[src/rtl/sc_pkg.sv]
// rtl/sc_pkg.sv - shared types, LFSR tap table and seed helper for sng_multi
package sc_pkg;

    typedef enum logic {
        ST_IDLE = 1'b0,
        ST_RUN  = 1'b1
    } sng_state_e;

    // Maximal-length Fibonacci tap masks; bit i set means stage i+1 feeds back.
    function automatic logic [15:0] lfsr_taps(input int width);
        case (width)
            4:       return 16'h000C;
            5:       return 16'h0014;
            6:       return 16'h0030;
            7:       return 16'h0060;
            8:       return 16'h00B8;
            9:       return 16'h0110;
            10:      return 16'h0240;
            11:      return 16'h0500;
            12:      return 16'h0829;
            13:      return 16'h100D;
            14:      return 16'h2015;
            15:      return 16'h6000;
            16:      return 16'hD008;
            default: return 16'h0000;
        endcase
    endfunction

    // Per-channel seed; zero would lock the LFSR, so it is bumped to 1.
    function automatic logic [15:0] seed_for(input int width, input int seed,
                                             input int stride, input int ch);
        int s;
        s = (seed + ch * stride) % (1 << width);
        if (s == 0) begin
            s = 1;
        end
        return s[15:0];
    endfunction

endpackage

[src/rtl/sng_multi_if.sv]
// rtl/sng_multi_if.sv - load handshake and bitstream bundle for sng_multi
interface sng_multi_if #(
    parameter int PRECISION = 8,
    parameter int NUM_CH    = 4
);
    logic                        in_valid;
    logic                        in_ready;
    logic [NUM_CH*PRECISION-1:0] in_data;
    logic                        stop;
    logic                        out_valid;
    logic [NUM_CH-1:0]           out_bits;
    logic                        done;

    modport master (
        output in_valid, in_data, stop,
        input  in_ready, out_valid, out_bits, done
    );

    modport slave (
        input  in_valid, in_data, stop,
        output in_ready, out_valid, out_bits, done
    );
endinterface

[src/rtl/lfsr.sv]
// rtl/lfsr.sv - Fibonacci maximal-length LFSR with synchronous seed reload
import sc_pkg::*;

module lfsr #(
    parameter int               WIDTH = 8,
    parameter logic [WIDTH-1:0] SEED  = WIDTH'(1)
) (
    input  logic             clk,
    input  logic             rst,
    input  logic             load,
    input  logic             en,
    output logic [WIDTH-1:0] state
);
    localparam logic [15:0]      TAPS_FULL = lfsr_taps(WIDTH);
    localparam logic [WIDTH-1:0] TAPS      = TAPS_FULL[WIDTH-1:0];

    logic [WIDTH-1:0] state_q;
    logic [WIDTH-1:0] state_d;

    // Reload wins over stepping so a fresh stream always starts at the seed.
    always_comb begin
        state_d = state_q;
        if (load) begin
            state_d = SEED;
        end else if (en) begin
            state_d = {state_q[WIDTH-2:0], ^(state_q & TAPS)};
        end
    end

    // State register, seeded on reset.
    always_ff @(posedge clk or negedge rst) begin
        if (!rst) begin
            state_q <= SEED;
        end else begin
            state_q <= state_d;
        end
    end

    assign state = state_q;

endmodule

[src/rtl/sng_multi.sv]
// rtl/sng_multi.sv - multi-channel stochastic number generator
import sc_pkg::*;

module sng_multi #(
    parameter int PRECISION   = 8,
    parameter int NUM_CH      = 4,
    parameter int STREAM_LEN  = 2**PRECISION - 1,
    parameter int SHARED_RNG  = 0,
    parameter int SEED        = 1,
    parameter int SEED_STRIDE = 37
) (
    input logic        clk,
    input logic        rst,
    sng_multi_if.slave bus
);
    localparam int                   NUM_RNG  = (SHARED_RNG != 0) ? 1 : NUM_CH;
    localparam logic [PRECISION-1:0] LAST_IDX = PRECISION'(STREAM_LEN - 1);

    sng_state_e                  state_q, state_d;
    logic [PRECISION-1:0]        cnt_q, cnt_d;
    logic [NUM_CH*PRECISION-1:0] val_q, val_d;
    logic                        out_valid_q, out_valid_d;
    logic [NUM_CH-1:0]           out_bits_q, out_bits_d;
    logic                        done_q, done_d;

    logic                        load_w;
    logic                        advance_w;
    logic [PRECISION-1:0]        rng [NUM_RNG];
    logic [NUM_CH-1:0]           cmp_bits;

    assign bus.in_ready = (state_q == ST_IDLE);
    assign load_w       = bus.in_valid && (state_q == ST_IDLE);
    assign advance_w    = (state_q == ST_RUN) && !bus.stop;

    for (genvar g = 0; g < NUM_RNG; g++) begin : g_rng
        lfsr #(
            .WIDTH (PRECISION),
            .SEED  (PRECISION'(seed_for(PRECISION, SEED, SEED_STRIDE, g)))
        ) u_lfsr (
            .clk   (clk),
            .rst   (rst),
            .load  (load_w),
            .en    (advance_w),
            .state (rng[g])
        );
    end

    // A bit is one when the random draw does not exceed the channel value.
    for (genvar k = 0; k < NUM_CH; k++) begin : g_cmp
        if (SHARED_RNG != 0) begin : g_shared
            assign cmp_bits[k] = (rng[0] <= val_q[k*PRECISION +: PRECISION]);
        end else begin : g_indep
            assign cmp_bits[k] = (rng[k] <= val_q[k*PRECISION +: PRECISION]);
        end
    end

    // Next-state: load in IDLE, emit or abort in RUN; stop beats end-of-stream.
    always_comb begin
        state_d     = state_q;
        cnt_d       = cnt_q;
        val_d       = val_q;
        out_valid_d = 1'b0;
        out_bits_d  = '0;
        done_d      = 1'b0;
        case (state_q)
            ST_IDLE: begin
                if (bus.in_valid) begin
                    val_d   = bus.in_data;
                    cnt_d   = '0;
                    state_d = ST_RUN;
                end
            end
            ST_RUN: begin
                if (bus.stop) begin
                    cnt_d   = '0;
                    state_d = ST_IDLE;
                end else begin
                    out_bits_d  = cmp_bits;
                    out_valid_d = 1'b1;
                    cnt_d       = cnt_q + PRECISION'(1);
                    if (cnt_q == LAST_IDX) begin
                        done_d  = 1'b1;
                        cnt_d   = '0;
                        state_d = ST_IDLE;
                    end
                end
            end
            default: begin
                state_d = ST_IDLE;
            end
        endcase
    end

    // Control and output registers; reset aborts any stream without a done.
    always_ff @(posedge clk or negedge rst) begin
        if (!rst) begin
            state_q     <= ST_IDLE;
            cnt_q       <= '0;
            val_q       <= '0;
            out_valid_q <= 1'b0;
            out_bits_q  <= '0;
            done_q      <= 1'b0;
        end else begin
            state_q     <= state_d;
            cnt_q       <= cnt_d;
            val_q       <= val_d;
            out_valid_q <= out_valid_d;
            out_bits_q  <= out_bits_d;
            done_q      <= done_d;
        end
    end

    assign bus.out_valid = out_valid_q;
    assign bus.out_bits  = out_bits_q;
    assign bus.done      = done_q;

endmodule

[src/flat_wrapper.sv]
// flat-port wrapper written by rule: the top's interface ports become plain ports
module sng_multi_flat 
#(
    parameter int PRECISION   = 8,
    parameter int NUM_CH      = 4,
    parameter int STREAM_LEN  = 2**PRECISION - 1,
    parameter int SHARED_RNG  = 0,
    parameter int SEED        = 1,
    parameter int SEED_STRIDE = 37
)
  (clk, rst, bus_in_valid, bus_in_data, bus_stop, bus_in_ready, bus_out_valid, bus_out_bits, bus_done);
  sng_multi_if #(.PRECISION(PRECISION), .NUM_CH(NUM_CH)) bus_i ();
  input logic clk;
  input logic rst;
  input wire logic [$bits(bus_i.in_valid)-1:0] bus_in_valid;
  input wire logic [$bits(bus_i.in_data)-1:0] bus_in_data;
  input wire logic [$bits(bus_i.stop)-1:0] bus_stop;
  output wire logic [$bits(bus_i.in_ready)-1:0] bus_in_ready;
  output wire logic [$bits(bus_i.out_valid)-1:0] bus_out_valid;
  output wire logic [$bits(bus_i.out_bits)-1:0] bus_out_bits;
  output wire logic [$bits(bus_i.done)-1:0] bus_done;
  assign bus_i.in_valid = bus_in_valid;
  assign bus_i.in_data = bus_in_data;
  assign bus_i.stop = bus_stop;
  assign bus_in_ready = bus_i.in_ready;
  assign bus_out_valid = bus_i.out_valid;
  assign bus_out_bits = bus_i.out_bits;
  assign bus_done = bus_i.done;
  sng_multi #(.PRECISION(PRECISION), .NUM_CH(NUM_CH), .STREAM_LEN(STREAM_LEN), .SHARED_RNG(SHARED_RNG), .SEED(SEED), .SEED_STRIDE(SEED_STRIDE)) u_core (.clk(clk), .rst(rst), .bus(bus_i));
endmodule
[config.mk]
export PLATFORM = sky130hd
export DESIGN_NAME = sng_multi_flat
export DESIGN_NICKNAME = d
export VERILOG_FILES = /design/src/rtl/sc_pkg.sv /design/src/rtl/sng_multi_if.sv /design/src/rtl/lfsr.sv /design/src/rtl/sng_multi.sv /design/src/flat_wrapper.sv
export SDC_FILE = /design/constraint.sdc
export NUM_CORES = 1
export LEC_CHECK = 0
export BUFFER_PORTS_ARGS = -buffer_cell sky130_fd_sc_hd__buf_4
export CORE_MARGIN = 10
export CORE_UTILIZATION = 30
export CTS_BUF_LIST = sky130_fd_sc_hd__clkbuf_8
export CTS_CLUSTER_SIZE = 14
export DETAILED_ROUTE_END_ITERATION = 16
export HOLD_SLACK_MARGIN = 0.02
export RECOVER_POWER = 100
export SLEW_MARGIN = 20
export SYNTH_ARGS = -nofsm -noshare
export SYNTH_HDL_FRONTEND = slang
export SYNTH_SLANG_ARGS = --single-unit
[constraint.sdc]
create_clock -name clk -period 1.9 [get_ports clk]
set_input_delay 0.095 -clock clk [delete_from_list [all_inputs] [get_ports clk]]
set_output_delay 0.095 -clock clk [all_outputs]
set_load 0.01 [all_outputs]
## Word level (Yosys, flattened, before mapping)

Index checks and enable logic that the tools add are counted.
Widths: inputs -> output; s select.

- Bits of input ports: 36
- Register bits after elaboration: 79
- Logic and storage cells: 50
- Output and inout bits: 7

- Multiplexer cells: 23
- Order comparisons: 4
- Reductions and logical operators: 9
- Equal/unequal tests: 2
- Add/sub/neg operators: 1
- Bitwise gates (word level): 1

Operator list:

| operator | count |
|---|---|
| $mux 8 | 11 |
| $le 8x8->1 | 4 |
| $reduce_xor 8->1 | 4 |
| $pmux 8 s2 | 1 |
| $add 8x1->8 const B | 1 |
| $eq 8x8->1 const B | 1 |
| $mux 1 | 8 |
| $mux 4 | 2 |
| $logic_and 1x1->1 | 2 |
| $ne 2x2->1 const B | 1 |
| $pmux 1 s2 | 1 |
| $reduce_and 2->1 | 1 |
| $reduce_bool 2->1 | 1 |
| $logic_not 1->1 | 1 |
| $not 1->1 | 1 |

## Depth between registers and ports, before layout

- Depth after elaboration: 4
- Gate-level depth with buffers: 6
- Depth with buffers taken out: 6

## By module

From an unflattened synthesis, not the netlist that was laid out.

- Cell total of the unflattened synthesis: 397
- Area, all modules: 4,013.8 um^2

By module, submodules not included:

| module | cells each | times used | seq. area each (um^2) | area each (um^2) |
|---|---|---|---|---|
| sng_multi | 280 | 1 | 1,176.1 | 2,603.7 |
| lfsr at u_core.g_rng[3].u_lfsr | 29 | 1 | 203.9 | 357.8 |
| lfsr at u_core.g_rng[1].u_lfsr | 29 | 1 | 203.9 | 356.6 |
| lfsr at u_core.g_rng[0].u_lfsr | 30 | 1 | 201.4 | 347.8 |
| lfsr at u_core.g_rng[2].u_lfsr | 29 | 1 | 205.2 | 347.8 |

## Least setup slack after synthesis

Ideal clock, no wire load.

- Path kind: flip-flop to flip-flop
- From: reg u_core.g_rng[2].u_lfsr.state_q[0]
- To: reg u_core.out_bits_q[2] (netlist: u_core.bus.out_bits[2])
- Stages on the path, launching flop included: 6
- Path buffers: 0
- Required time: 1.774 ns
- Arrival: 1.262 ns
- Setup time: 0.126 ns
- Setup slack: 0.512 ns
- Clock period less this slack: 1.388 ns
- Cell sequence: dfstp_2 > inv_1 > ha_1 > nand4_1 > nor2_1 > o311a_1

- Cells in the longest elaborated chain, start to end: 3

RTL lines:

| item | RTL line | source |
|---|---|---|
| from (decl) | lfsr.sv:17 | `logic [WIDTH-1:0] state_q;` |
| from (signal assigned) | lfsr.sv:35 | `state_q <= state_d;` |
| $le 8x8->1 | sng_multi.sv:53 | `assign cmp_bits[k] = (rng[k] <= val_q[k*PRECISION +: PRECISION]);` |
| $mux 4 | sng_multi.sv:74 | `if (bus.stop) begin` |
| $mux 4 | sng_multi.sv:65 | `case (state_q)` |
| net u_core.out_bits_d[2] | sng_multi.sv:23 | `logic [NUM_CH-1:0] out_bits_q, out_bits_d;` |
| to (signal assigned) | sng_multi.sv:108 | `out_bits_q <= out_bits_d;` |
| to (decl) | sng_multi.sv:23 |  |

The timed path passes the listed nets, and every way through them passes these cells.
A chain may end at the register's enable or synchronous reset.

## Worst setup path after layout

- From: reg u_core.state_q
- To: reg u_core.g_rng[1].u_lfsr.state_q[0]

- Cells in the longest elaborated chain, start to end: 3
- Elaborated cells between the ends (all ways): 5

RTL lines:

| item | RTL line | source |
|---|---|---|
| from (decl) | sng_multi.sv:19 | `sng_state_e state_q, state_d;` |
| from (signal assigned) | sng_multi.sv:104 | `state_q <= state_d;` |
| $not 1->1 (no source line) | -- |  |
| $logic_and 1x1->1 | sng_multi.sv:32 | `assign load_w = bus.in_valid && (state_q == ST_IDLE);` |
| $mux 8 or $reduce_bool 2->1 (tied branches) | -- |  |
| to (signal assigned) | lfsr.sv:35 |  |
| to (decl) | lfsr.sv:17 |  |

Several ways; a longest one is shown, not always the timed one.

==> flow_summary.ini <==
[logic_synthesis]
post_synth_instance_area_mm2 = 0.00385
synth-edff-count = 0
postSynthAreaPerCell_um2 = 10.2
synth_cells = 379
synth-warning-count = 0
yosys_most_used_dff = dfrtp_1
syn-num-nets = 449
ys_ff_latch = 79
synth.lib_cells_used.distinct = 37
synth_async_sr_flop_share_pct = 100
seq_area_frac_synth_pct = 51.7

[sta]
fin_tns_setup_ns = 0
timing.max_slew.rel_slack_pct = 38.7
setup_violations = 0
clock_skew_ns = 0.0110
rsz0062_at_grt = no
tightestPinTransition_ns = 0.920
finalHoldViolCount = 0
maxClockFrequency_mhz = 654
layout_worst_path_cycle_share_pct = 80.4
final_period_minus_worst_setup_slack_ns = 1.53
final-max-slew-violation-count = 0

[floorplanning]
core-area_mm2 = 0.0126
fp.dieArea_mm2 = 0.0178
die-width_um = 133
die_height_um = 133
core.rowCount = 41
initial_utilization_pct = 30.6
boundaryPins = 43

[cts]
cts_setup_buffers = 0
clock_latency_at_the_later_pin_of_the_worst_skew_pair_ns = 0.35
clock-root-buffer = clkbuf_8
clock_h_tree_levels = 3
cts_resized = 0
cts-buffers-inserted = 9
cts_hold_buffers = 33
cts.sink_count = 79
cts_max_path_buffers = 2
clk_transition_reported_paths_ns = 0.09
cts_tree = built

[place]
placed_cells = 585
dpl_hpwl_mm = 5.93
port-buffer-count = 42
gp_congestion = 0.769

[pwr]
power.leakage_nw = 2.26
cellPowerDensity_mw_per_mm2 = 997
clock_power_share_pct = 23.8
worst_ir_drop_vdd_mv = 0.337
netSwitchingPower_w = 0.00162
switching_share_pct = 33.6
power_frac_seq_pct = 47.1
internal_power_w = 0.00321
power_frac_comb_pct = 29.1

[job]
timing.max_cap.violations = 0

[critical_path]
startpoint_type = flop
cp-end-kind = flop
worst-endpoint-arrival_ns = 1.80
path_class = flop to flop
worstReg2RegStart = u_core.state_q$_DFF_PN0_
critical_path_peak_fanout = 10
worst_r2r_endpoint = u_core.g_rng[1].u_lfsr.state[0]$_DFFE_PN0P_
reg2regPathDepth = 4
critPathRequiredTime_ns = 2.17
r2r_slack_ns = 0.37

[route]
drc_violation_count_after_routing = 0
drt_first_pass_iters = 5
route.detailed.vias_per_inst = 4.57
finalWirelength_mm = 8.35
routed_wire_length_per_instance_um = 13.2
first_iteration_detailed_routing_drc_count = 189
routed-via-count = 2899
drt.antenna.violating_nets = 0

[global_route]
grt_antenna_before_repair = 0
grt_max_degree = 47
gr_overflow_total = 0
gr-usage-all-layers_pct = 9.76
grt_first_pass_wirelength_mm = 14.4
number_of_global_route_vias_before_repair = 2996

[cells_and_area]
layout.nets = 527
areaGrowthSynthToFinish_pct = 25.9
final_layout_size_suffix_gt1_share_pct = 15.2
stdcell_count = 634
antenna-diode-count = 0

[min_path]
hold_start = bus_in_valid
kind_of_path_behind_the_tightest_hold_check = input pin to flop
hold-path-endpoint = u_core.cnt_q[6]$_DFFE_PN0P_
hold_depth = 4

[run_status]
status = finished clean
==> layout make-up <==
type                            instances  area, um2
Clock inverter                          7       53.8
Multi-Input combinational cell        245       1630
Clock buffer                            9        124
Inverter                               40        150
Sequential cell                        79       1990
Timing Repair Buffer                   82        687
Fill cell                            1250       7720
Tap cell                              172        215
==> layout by cell type (no fill, tap or decap), types with 3 or more instances in the layout <==
cell type,instances
dfrtp_1,68
nand2_1,63
o21ai_0,41
inv_1,39
buf_4,36
ha_1,34
dlygate4sd3_1,33
a22o_1,19
a21oi_1,18
xnor2_1,12
nand4_1,9
clkbuf_8,9
dfstp_2,9
nor2_1,8
clkbuf_1,7
o21a_1,5
nand3_1,5
o22a_1,5
o311a_1,4
clkbuf_2,4
a31oi_1,3
inv_6,3
clkinvlp_4,3
==> worst max-delay path by stage <==
stage                                                        endpoint  slack [ns]                                         from
after floorplan                      u_core.bus.out_bits[2]$_DFF_PN0_        0.51  u_core.g_rng[2].u_lfsr.state[0]$_DFFE_PN1P_
after global placement    u_core.g_rng[0].u_lfsr.state[6]$_DFFE_PN0P_        0.40                     u_core.state_q$_DFF_PN0_
after detailed placement  u_core.g_rng[0].u_lfsr.state[6]$_DFFE_PN0P_        0.35                     u_core.state_q$_DFF_PN0_
after CTS                 u_core.g_rng[0].u_lfsr.state[1]$_DFFE_PN0P_        0.34                     u_core.state_q$_DFF_PN0_
after global routing      u_core.g_rng[1].u_lfsr.state[0]$_DFFE_PN0P_        0.19                     u_core.state_q$_DFF_PN0_
final                     u_core.g_rng[1].u_lfsr.state[0]$_DFFE_PN0P_        0.37                     u_core.state_q$_DFF_PN0_
==> power by group through the flow <==
stage	clock network, W	registers (W)	logic, W
final	0.00115	0.00228	0.00141
after global routing	0.00127	0.00232	0.00165
after CTS	0.00120	0.00228	0.00146
after detailed placement	0	0.00231	0.00140
after global placement	0	0.00230	0.00134
after floorplan	0	0.00225	0.00102
==> registers in the layout (all words and copies together), names as in the netlist <==
signal,count
u_core.cnt_q,8
u_core.g_rng.u_lfsr.state,32
u_core.val_q,32
u_core.bus.done,1
u_core.bus.out_valid,1
u_core.bus.out_bits,4
u_core.state_q,1
==> metal layers <==
metal  wire (um)  GRT usage, %
met1        4150          12.5
met5           0             0
met3         289          2.82
met4         107          3.45
met2        3810          15.3
==> worst max-delay path, cell delays in order, from the launching register on <==
cell,delay [ns]
dfrtp_1,0.42
nand2b_1,0.22
clkbuf_2,0.29
nand2_1,0.26
o22ai_1,0.26
==> through the flow <==
stage          utilization, %  total power (W)  cell area [um2]  setup WS (ns)  hold slack, ns
2_1_floorplan               -          0.00327             3850          0.512          -0.201
3_3_place_gp             35.0          0.00364             4400          0.395          0.0847
3_5_place_dp             35.0          0.00371             4400          0.352          0.0915
4_1_cts                  39.0          0.00494             4900          0.342          0.0655
5_1_grt                  38.6          0.00524             4850          0.193          0.0877
6_report                 38.6          0.00483             4850          0.372          0.0781
==> cells in the mapped netlist, drive strengths merged (2+ instances only) <==
master / instances / share of area, %
ha: 34 / 11
a2bb2oi: 2 / 0.46
dfrtp: 68 / 44
buf: 4 / 0.68
a22o: 19 / 4.3
inv: 40 / 3.9
xnor2: 12 / 2.7
o22ai: 2 / 0.33
nand3: 5 / 0.65
dfstp: 11 / 7.5
o311a: 4 / 1.0
clkbuf: 11 / 1.1
nand4: 9 / 1.5
a31oi: 3 / 0.49
and3: 2 / 0.33
a22oi: 2 / 0.39
a21oi: 18 / 2.3
o22a: 5 / 1.1
o21a: 5 / 0.98
nand2: 63 / 6.1
o21ai: 41 / 5.4
nor2: 8 / 0.78
==> kinds of logic after synthesis <==
| logic type | share of synthesized area [%] |
|---|---|
| AOI/OAI and AO/OA | 17.9 |
| and+or+nand+nor | 10.5 |
| DFF | 51.7 |
| buffers and inverters | 5.66 |
| adders and majority gates | 11.1 |
| xor gates and xnor gates | 2.96 |
| muxes | 0.260 |
Note: power is estimated with default switching activity, not from simulation.
